[config.mk]
export PLATFORM = sky130hd
export DESIGN_NAME = branch_resolve_unit
export DESIGN_NICKNAME = d
export VERILOG_FILES = /design/src/rtl/bp_pkg.sv /design/src/rtl/bru_fifo.sv /design/src/rtl/branch_resolve_unit.sv
export SDC_FILE = /design/constraint.sdc
export NUM_CORES = 1
export LEC_CHECK = 0
export CORE_MARGIN = 1
export CORE_UTILIZATION = 55
export DETAILED_ROUTE_END_ITERATION = 10
export GPL_TIMING_DRIVEN = 0
export PLACE_DENSITY_LB_ADDON = 0.1
export SYNTH_ARGS = -nofsm -noshare
export SYNTH_HDL_FRONTEND = slang
export SYNTH_SLANG_ARGS = --single-unit
export TNS_END_PERCENT = 5
[constraint.sdc]
create_clock -name clk -period 4.05 [get_ports clk]
set_clock_uncertainty 0.1 [all_clocks]
set_input_delay 0.6075 -clock clk [delete_from_list [all_inputs] [get_ports clk]]
set_output_delay 0.6075 -clock clk [all_outputs]
set_load 0.03 [all_outputs]
[src/rtl/bp_pkg.sv]
// Shared branch-predictor types: 2-bit counter state, predicted-direction helper
// and the training-update bundle returned to the predictor.
package bp_pkg;

    typedef enum logic [1:0] {
        SNT = 2'b00,
        WNT = 2'b01,
        WT  = 2'b10,
        ST  = 2'b11
    } state_t;

    typedef struct packed {
        logic valid;
        logic taken;
        logic mispredict;
    } br_ev_t;

    function automatic logic pred_dir(input state_t s);
        return s[1];
    endfunction

endpackage

[src/rtl/bru_fifo.sv]
// DEPTH x 2-bit synchronous FIFO holding in-flight predictions; clear empties it
// on the same edge and overrides push/pop.
module bru_fifo
    import bp_pkg::*;
#(
    parameter int unsigned DEPTH = 4
) (
    input  logic                     clk,
    input  logic                     reset,
    input  logic                     push,
    input  logic                     pop,
    input  logic                     clear,
    input  state_t                   wr_data,
    output state_t                   rd_data,
    output logic [$clog2(DEPTH):0]   occupancy
);

    localparam int unsigned PTR_W = $clog2(DEPTH);
    localparam int unsigned OCC_W = PTR_W + 1;

    state_t             mem_q [DEPTH];
    state_t             mem_d [DEPTH];
    logic [PTR_W-1:0]   wr_ptr_q, wr_ptr_d;
    logic [PTR_W-1:0]   rd_ptr_q, rd_ptr_d;
    logic [OCC_W-1:0]   count_q, count_d;

    always_comb begin
        mem_d    = mem_q;
        wr_ptr_d = wr_ptr_q;
        rd_ptr_d = rd_ptr_q;
        count_d  = count_q;
        if (clear) begin
            wr_ptr_d = '0;
            rd_ptr_d = '0;
            count_d  = '0;
        end else begin
            if (push) begin
                mem_d[wr_ptr_q] = wr_data;
                wr_ptr_d        = wr_ptr_q + PTR_W'(1);
            end
            if (pop) begin
                rd_ptr_d = rd_ptr_q + PTR_W'(1);
            end
            case ({push, pop})
                2'b10:   count_d = count_q + OCC_W'(1);
                2'b01:   count_d = count_q - OCC_W'(1);
                default: count_d = count_q;
            endcase
        end
    end

    always_ff @(posedge clk) begin
        if (reset) begin
            for (int unsigned i = 0; i < DEPTH; i++) begin
                mem_q[i] <= SNT;
            end
            wr_ptr_q <= '0;
            rd_ptr_q <= '0;
            count_q  <= '0;
        end else begin
            mem_q    <= mem_d;
            wr_ptr_q <= wr_ptr_d;
            rd_ptr_q <= rd_ptr_d;
            count_q  <= count_d;
        end
    end

    assign rd_data   = mem_q[rd_ptr_q];
    assign occupancy = count_q;

endmodule

[src/rtl/branch_resolve_unit.sv]
// Buffers issued predictions, resolves them in order against execute outcomes, and
// returns training updates plus a mispredict flush. Optional perf counters: BRU_PERF_CNT_EN.
module branch_resolve_unit
    import bp_pkg::*;
#(
    parameter int unsigned DEPTH = 4
`ifdef BRU_PERF_CNT_EN
    ,
    parameter int unsigned CNT_W = 16
`endif
) (
    input  logic                     clk,
    input  logic                     reset,
    input  logic                     pred_valid,
    input  logic [1:0]               pred_state,
    output logic                     pred_ready,
    input  logic                     res_valid,
    input  logic                     res_taken,
    output logic                     upd_valid,
    output logic                     upd_taken,
    output logic                     mispredict,
    output logic                     err_underflow,
    output logic [$clog2(DEPTH):0]   occupancy
`ifdef BRU_PERF_CNT_EN
    ,
    output logic [CNT_W-1:0]         resolved_cnt,
    output logic [CNT_W-1:0]         mispred_cnt
`endif
);

    localparam int unsigned OCC_W = $clog2(DEPTH) + 1;

    localparam logic [1:0] FSM_IDLE   = 2'd0;
    localparam logic [1:0] FSM_ACTIVE = 2'd1;
    localparam logic [1:0] FSM_FULL   = 2'd2;

    logic [1:0]  state_q, state_d;
    br_ev_t      ev_q, ev_d;
    logic        err_q, err_d;

    state_t      head;
    logic        empty;
    logic        full;
    logic        push;
    logic        pop;
    logic        flush;

    // FSM state tracks occupancy exactly, so empty/full can be read from it
    assign empty = (state_q == FSM_IDLE);
    assign full  = (state_q == FSM_FULL);

    assign pop   = res_valid && !empty;
    assign flush = pop && (pred_dir(head) != res_taken);
    assign push  = pred_valid && !full && !flush;

    bru_fifo #(
        .DEPTH (DEPTH)
    ) u_fifo (
        .clk       (clk),
        .reset     (reset),
        .push      (push),
        .pop       (pop),
        .clear     (flush),
        .wr_data   (state_t'(pred_state)),
        .rd_data   (head),
        .occupancy (occupancy)
    );

    always_comb begin
        state_d = state_q;
        if (flush) begin
            state_d = FSM_IDLE;
        end else begin
            case (state_q)
                FSM_IDLE: begin
                    if (push) state_d = FSM_ACTIVE;
                end
                FSM_ACTIVE: begin
                    if (push && !pop && occupancy == OCC_W'(DEPTH - 1)) begin
                        state_d = FSM_FULL;
                    end else if (pop && !push && occupancy == OCC_W'(1)) begin
                        state_d = FSM_IDLE;
                    end
                end
                FSM_FULL: begin
                    if (pop) state_d = FSM_ACTIVE;
                end
                default: state_d = FSM_IDLE;
            endcase
        end
    end

    always_comb begin
        ev_d.valid      = pop;
        ev_d.taken      = pop && res_taken;
        ev_d.mispredict = flush;
        err_d           = err_q || (res_valid && empty);
    end

    always_ff @(posedge clk) begin
        if (reset) begin
            state_q <= FSM_IDLE;
            ev_q    <= '0;
            err_q   <= 1'b0;
        end else begin
            state_q <= state_d;
            ev_q    <= ev_d;
            err_q   <= err_d;
        end
    end

    assign pred_ready    = !full;
    assign upd_valid     = ev_q.valid;
    assign upd_taken     = ev_q.taken;
    assign mispredict    = ev_q.mispredict;
    assign err_underflow = err_q;

`ifdef BRU_PERF_CNT_EN
    logic [CNT_W-1:0] resolved_cnt_q, resolved_cnt_d;
    logic [CNT_W-1:0] mispred_cnt_q, mispred_cnt_d;

    always_comb begin
        resolved_cnt_d = resolved_cnt_q;
        mispred_cnt_d  = mispred_cnt_q;
        if (pop && resolved_cnt_q != '1) resolved_cnt_d = resolved_cnt_q + CNT_W'(1);
        if (flush && mispred_cnt_q != '1) mispred_cnt_d = mispred_cnt_q + CNT_W'(1);
    end

    always_ff @(posedge clk) begin
        if (reset) begin
            resolved_cnt_q <= '0;
            mispred_cnt_q  <= '0;
        end else begin
            resolved_cnt_q <= resolved_cnt_d;
            mispred_cnt_q  <= mispred_cnt_d;
        end
    end

    assign resolved_cnt = resolved_cnt_q;
    assign mispred_cnt  = mispred_cnt_q;
`endif

endmodule
Yosys cells after proc, flatten, opt, wreduce, memory -nomap -nowiden
Index checks and enable logic that the tools add are counted.
- add/subtract/negate cells: 4
- multipliers: 0
- div/mod/pow operators: 0
- $lt $le $gt $ge: 3
- equal/unequal tests: 10
- shifts and indexed selects: 0
- multiplexer cells: 12
- bitwise logic cells: 3
- reduce and logical (&&, ||, !) cells: 22
- operators by type and width (cell ; count):
    $mux W2 ; 7
    $logic_and A1 B1 Y1 ; 11
    $bwmux W8 ; 1
    $ge A3 B3 Y1 const B ; 2
    $not A2 Y3 ; 2
    $pmux W2 S3 ; 1
    $pmux W3 S2 ; 1
    $logic_not A1 Y1 ; 5
    $add A2 B1 Y2 const B ; 2
    $bmux W2 S2 ; 1
    $demux W2 S2 ; 1
    $eq A2 B1 Y1 const B ; 2
    $eq A2 B2 Y1 const B ; 2
    $ne A2 B1 Y1 const B ; 2
    $add A3 B1 Y3 const B ; 1
    $eq A3 B1 Y1 const B ; 1
    $eq A3 B2 Y1 const B ; 1
    $lt A3 B1 Y1 const B ; 1
    $ne A3 B3 Y1 const B ; 1
    $reduce_and A3 Y1 ; 1
    $sub A3 B1 Y3 const B ; 1
    $logic_not A2 Y1 ; 1
    $reduce_and A2 Y1 ; 1
    $reduce_bool A2 Y1 ; 1
    4 further kinds ; 4
- flip-flop bits (word level): 21
- bits in latches: 0
- bits in writable memories: 0
- bits in read-only memories: 0
- bits of input ports: 7
- logic and storage cells: 66
- memories kept: 0

Logic depth before layout (Yosys ltp)
- depth in word-level cells: 14
- gate-level depth with buffers: 10
- depth with buffers taken out: 9

Modules after synthesis
From an unflattened synthesis, not the netlist that was laid out.
- cells, all modules: 98
- area total of the unflattened synthesis: 1007.2 um^2
- modules (own cells, without submodules) (module ; times used ; cells each ; area an instance (um^2)):
    bru_fifo ; 1 ; 67 ; 724.4
    branch_resolve_unit ; 1 ; 31 ; 282.8

Least setup slack after synthesis
Ideal clock, no wire load.
- kind: register -> register
- from: reg u_fifo.rd_ptr_q[0]
- to: reg u_fifo.count_q[2] (netlist: u_fifo.occupancy[2])
- data arrival time: 1980 ps
- setup slack: 1857 ps
- cell stages (with the launch flop): 9
- buffers on the path: 0
- cells stage by stage: dfxtp_1 > mux4_2 > xor2_2 > a21oi_2 > inv_1 > ha_1 > a21oi_1 > o22a_1 > nor2_1
- word-level cells in the longest chain between the ends: 10
- RTL lines (item ; RTL line ; source):
    start, declared ; bru_fifo.sv:24 ; logic [PTR_W-1:0] rd_ptr_q, rd_ptr_d;
    start signal, assigned ; bru_fifo.sv:63 ; rd_ptr_q <= rd_ptr_d;
    $not A2 Y3 (implied by the code) * ; bru_fifo.sv:68 ; assign rd_data = mem_q[rd_ptr_q];
    $bmux W2 S2 * ; bru_fifo.sv:68 ;
    $mux W2 (implied by the code) * (2 in a row) ; bru_fifo.sv:68 ;
    $ne A1 B1 Y1 * ; branch_resolve_unit.sv:53 ; assign flush = pop && (pred_dir(head) != res_taken);
    $logic_and A1 B1 Y1 * ; branch_resolve_unit.sv:53 ;
    $logic_not A1 Y1 * ; branch_resolve_unit.sv:54 ; assign push = pred_valid && !full && !flush;
    $logic_and A1 B1 Y1 * ; branch_resolve_unit.sv:54 ;
    via push ; branch_resolve_unit.sv:44 ; logic push;
    $eq A2 B1 Y1 or $eq A2 B2 Y1 (tied branches) ; bru_fifo.sv:44 ; case ({push, pop})
    $pmux W3 S2 or $reduce_bool A2 Y1 (tied branches) ; -- ;
    end signal, assigned ; bru_fifo.sv:64 ; count_q <= count_d;
    end, declared ; bru_fifo.sv:25 ; logic [OCC_W-1:0] count_q, count_d;
The timed path passes the listed nets; every way through them passes the cells marked *. The select of a mux whose other input is x is not followed.
A chain may end at the register's enable or synchronous reset.

Final worst setup path
- from: reg state_q[0]
- to: out pred_ready
- word-level cells in the longest chain between the ends: 2
- RTL lines (item ; RTL line ; source):
    start, declared ; branch_resolve_unit.sv:37 ; logic [1:0] state_q, state_d;
    start signal, assigned ; branch_resolve_unit.sv:106 ; state_q <= state_d;
    $eq A2 B2 Y1 ; branch_resolve_unit.sv:50 ; assign full = (state_q == FSM_FULL);
    $logic_not A1 Y1 ; branch_resolve_unit.sv:112 ; assign pred_ready = !full;
    end, declared ; branch_resolve_unit.sv:16 ; output logic pred_ready,
Every way passes these cells.

==> flow_metrics.env <==
export IMPL_status="completed"
export IMPL_antenna_found_initial=0
export IMPL_critPathRequiredTime_ns=3.34
export IMPL_hold_depth=2
export IMPL_syn_nets=112
export IMPL_ant_nets=0
export IMPL_num_vias=686
export IMPL_ff2ff_path_depth=8
export IMPL_cts_resized=0
export IMPL_drc=0
export IMPL_wl_per_cell_um=12.1
export IMPL_gp_congestion=0.743
export IMPL_finalSetupViolCount=0
export IMPL_crit_path_start="state_q[0]"
export IMPL_drt_vias_per_instance=5.40
export IMPL_postCtsSetupRepairBufs=0
export IMPL_final_util_pct=70.1
export IMPL_rows=14
export IMPL_cts_max_path_buffers=2
export IMPL_vdd_ir_drop_worst_mv=0.220
export IMPL_syn_area_um2=902
export IMPL_drtIter0Drc=15
export IMPL_crit_fanout=7
export IMPL_r2r_start="u_fifo.rd_ptr_q[0]"
export IMPL_fmax_mhz=396
export IMPL_crit_path_end_kind="output port"
export IMPL_cts_root_buf="clkbuf_4"
export IMPL_start_kind="register"
export IMPL_wl_mm=1.53
export IMPL_layout_nets=129
export IMPL_cp_buffers_inverters=2
export IMPL_grt_pass1_wl_mm=2.64
export IMPL_slowest_delay_ns=0.73
export IMPL_syn_to_final_growth_pct=18.4
export IMPL_maxCapViolations=0
export IMPL_die_area_um2=1810
export IMPL_drv_slew=0
export IMPL_htree_levels=1
export IMPL_period_needed_ns=2.52
export IMPL_start_util_pct=59.2
export IMPL_slowest_stage="clkdlybuf4s50_1"
export IMPL_grt_max_degree=11
export IMPL_fin_ws_ns=1.53
export IMPL_min_path_type="reg -> reg"
export IMPL_power_total_w=0.000380
export IMPL_critical_path_top_delay_family="buffers and inverters"
export IMPL_dr_pass1_iters=5
export IMPL_n_fill_cell=135
export IMPL_dp_slack_ns=1.41
export IMPL_ioPinCount=15
export IMPL_ys_types=27
export IMPL_die_y_um=42.5
export IMPL_antennaDiodeCount=0
export IMPL_grt_overflow=0
export IMPL_cts_tree="done"
export IMPL_io_buffers=12
export IMPL_holdCritStartpoint="err_underflow"
export IMPL_path_cells="nand2b_1, clkbuf_1, clkdlybuf4s50_1"
export IMPL_tns_ns=0
export IMPL_drive_above_1_share_pct=10.8
export IMPL_p_leak_nw=0.442
export IMPL_path_clk_slew_ns=0.10
export IMPL_clk_latency_ns=0.28
export IMPL_max_slew_margin_rel_pct=71.4
export IMPL_dp_hpwl_mm=1.10
export IMPL_fp_dieW_um=42.5
export IMPL_synth_cells=95
export IMPL_rsz0062_at_grt="false"
export IMPL_track_usage_pct=19.4
export IMPL_numCtsBuffers=3
export IMPL_path_class="reg -> out"
export IMPL_tightest_slew_ns=0.424
export IMPL_yosys_warnings=0
export IMPL_fp_coreArea_um2=1520
export IMPL_ys_ff_latch=17
export IMPL_worstPathArrival_ns=1.82
export IMPL_seq_area_frac_synth_pct=37.7
export IMPL_syn_avg_cell_area_um2=9.50
export IMPL_cts_num_sinks=17
export IMPL_path_depth=3
export IMPL_ctsHoldBuffers=0
export IMPL_finalHoldViolations=0
export IMPL_grt_pass1_vias=611
export IMPL_power_density_nw_per_um2=355
export IMPL_fin_crit_sh_pct=62.3
[sequential cells by signal, summed over array words and instances (netlist names)]
| name | cells |
|---|---|
| u_fifo.mem_q | 4 |
| u_fifo.occupancy | 3 |
| state_q | 2 |
| u_fifo.rd_ptr_q | 2 |
| u_fifo.wr_ptr_q | 2 |
| err_underflow | 1 |
| mispredict | 1 |
| upd_taken | 1 |
| upd_valid | 1 |
[tightest hold or removal path: stages, from the launching register on]
cell	delay (ns)
dfxtp_1	0.34
a21oi_1	0.05
nor2_1	0.07
[per-stage QoR]
step	hold WS [ns]	cell area [um^2]	instances
final	0.381	1070	127
after detailed placement	0.361	1040	123
after global routing	0.406	1070	127
after global placement	0.356	1040	123
after floorplan	0.346	902	95
after CTS	0.385	1070	127
[cell usage after synthesis, drive strengths merged]
cell type / instances / area [um^2]
dfxtp: 17 / 340
nor2: 11 / 41.3
ha: 10 / 125
a21oi: 9 / 48.8
inv: 8 / 30.0
nand2b: 6 / 37.5
nand3: 6 / 30.0
mux2i: 4 / 40.0
xor2: 4 / 42.6
a211oi: 3 / 32.5
nand2: 3 / 11.3
and2: 2 / 13.8
o22a: 2 / 17.5
xnor2: 2 / 17.5
a21o: 1 / 15.0
a31oi: 1 / 6.26
buf: 1 / 3.75
clkbuf: 1 / 3.75
mux4: 1 / 22.5
nor2b: 1 / 6.26
o21ai: 1 / 5.00
o221a: 1 / 11.3
[cells in the final DEF, fill, tap and decap left out, types with 4 or more instances in the layout]
master,instances
clkdlybuf4s50_1,12
nand3_1,6
a21oi_1,8
nor2_1,11
mux2i_1,4
ha_1,10
inv_1,7
dfxtp_1,17
nand2b_1,6
[report_power, final]
part	total [W]	internal [W]	switching (W)	leakage [nW]
combinational	0.0000999	0.0000443	0.0000556	0.287
sequential	0.000190	0.000179	0.0000106	0.139
clock	0.0000897	0.0000382	0.0000515	0.0150
[cell families (layout without fill, tap and decap cells)]
group | after synthesis | count (layout) | share of synthesized area [%]
AND/OR/NAND/NOR | 29 | 29 | 15.5
flip-flops | 17 | 17 | 37.7
AO/OA/AOI/OAI | 18 | 18 | 15.1
multiplexers | 5 | 5 | 6.93
XOR/XNOR | 6 | 6 | 6.66
adder cells (fa/ha/maj) | 10 | 10 | 13.9
buffers and inverters | 10 | 26 | 4.16
[per-layer routing]
metal  track usage (%)  up-vias  part of all wire, %
met2              29.2       20                   45
met4              11.3        0                  3.6
li1                  -      353                    -
met1              25.9      305                   46
met5                 0        -                    0
met3              3.45        8                  5.0
[path summary, 6_finish.rpt]
path	end	slack (ns)
worst max-delay path	pred_ready	1.53
worst min-delay path	err_underflow	0.38
worst max register to register	u_fifo.occupancy[2]	1.65
worst min register to register	err_underflow	0.38
[area by class of cell]
cell class                      instances  area, um^2  area share [%]
Buffer                                  2        7.51           0.703
Clock buffer                            4        26.3            2.46
Inverter                                8        30.0            2.81
Multi-Input combinational cell         68         524            49.1
Sequential cell                        17         340            31.9
Tap cell                               16        20.0            1.87
Timing Repair Buffer                   12         120            11.2
Note: power is estimated with default switching activity, not from simulation.
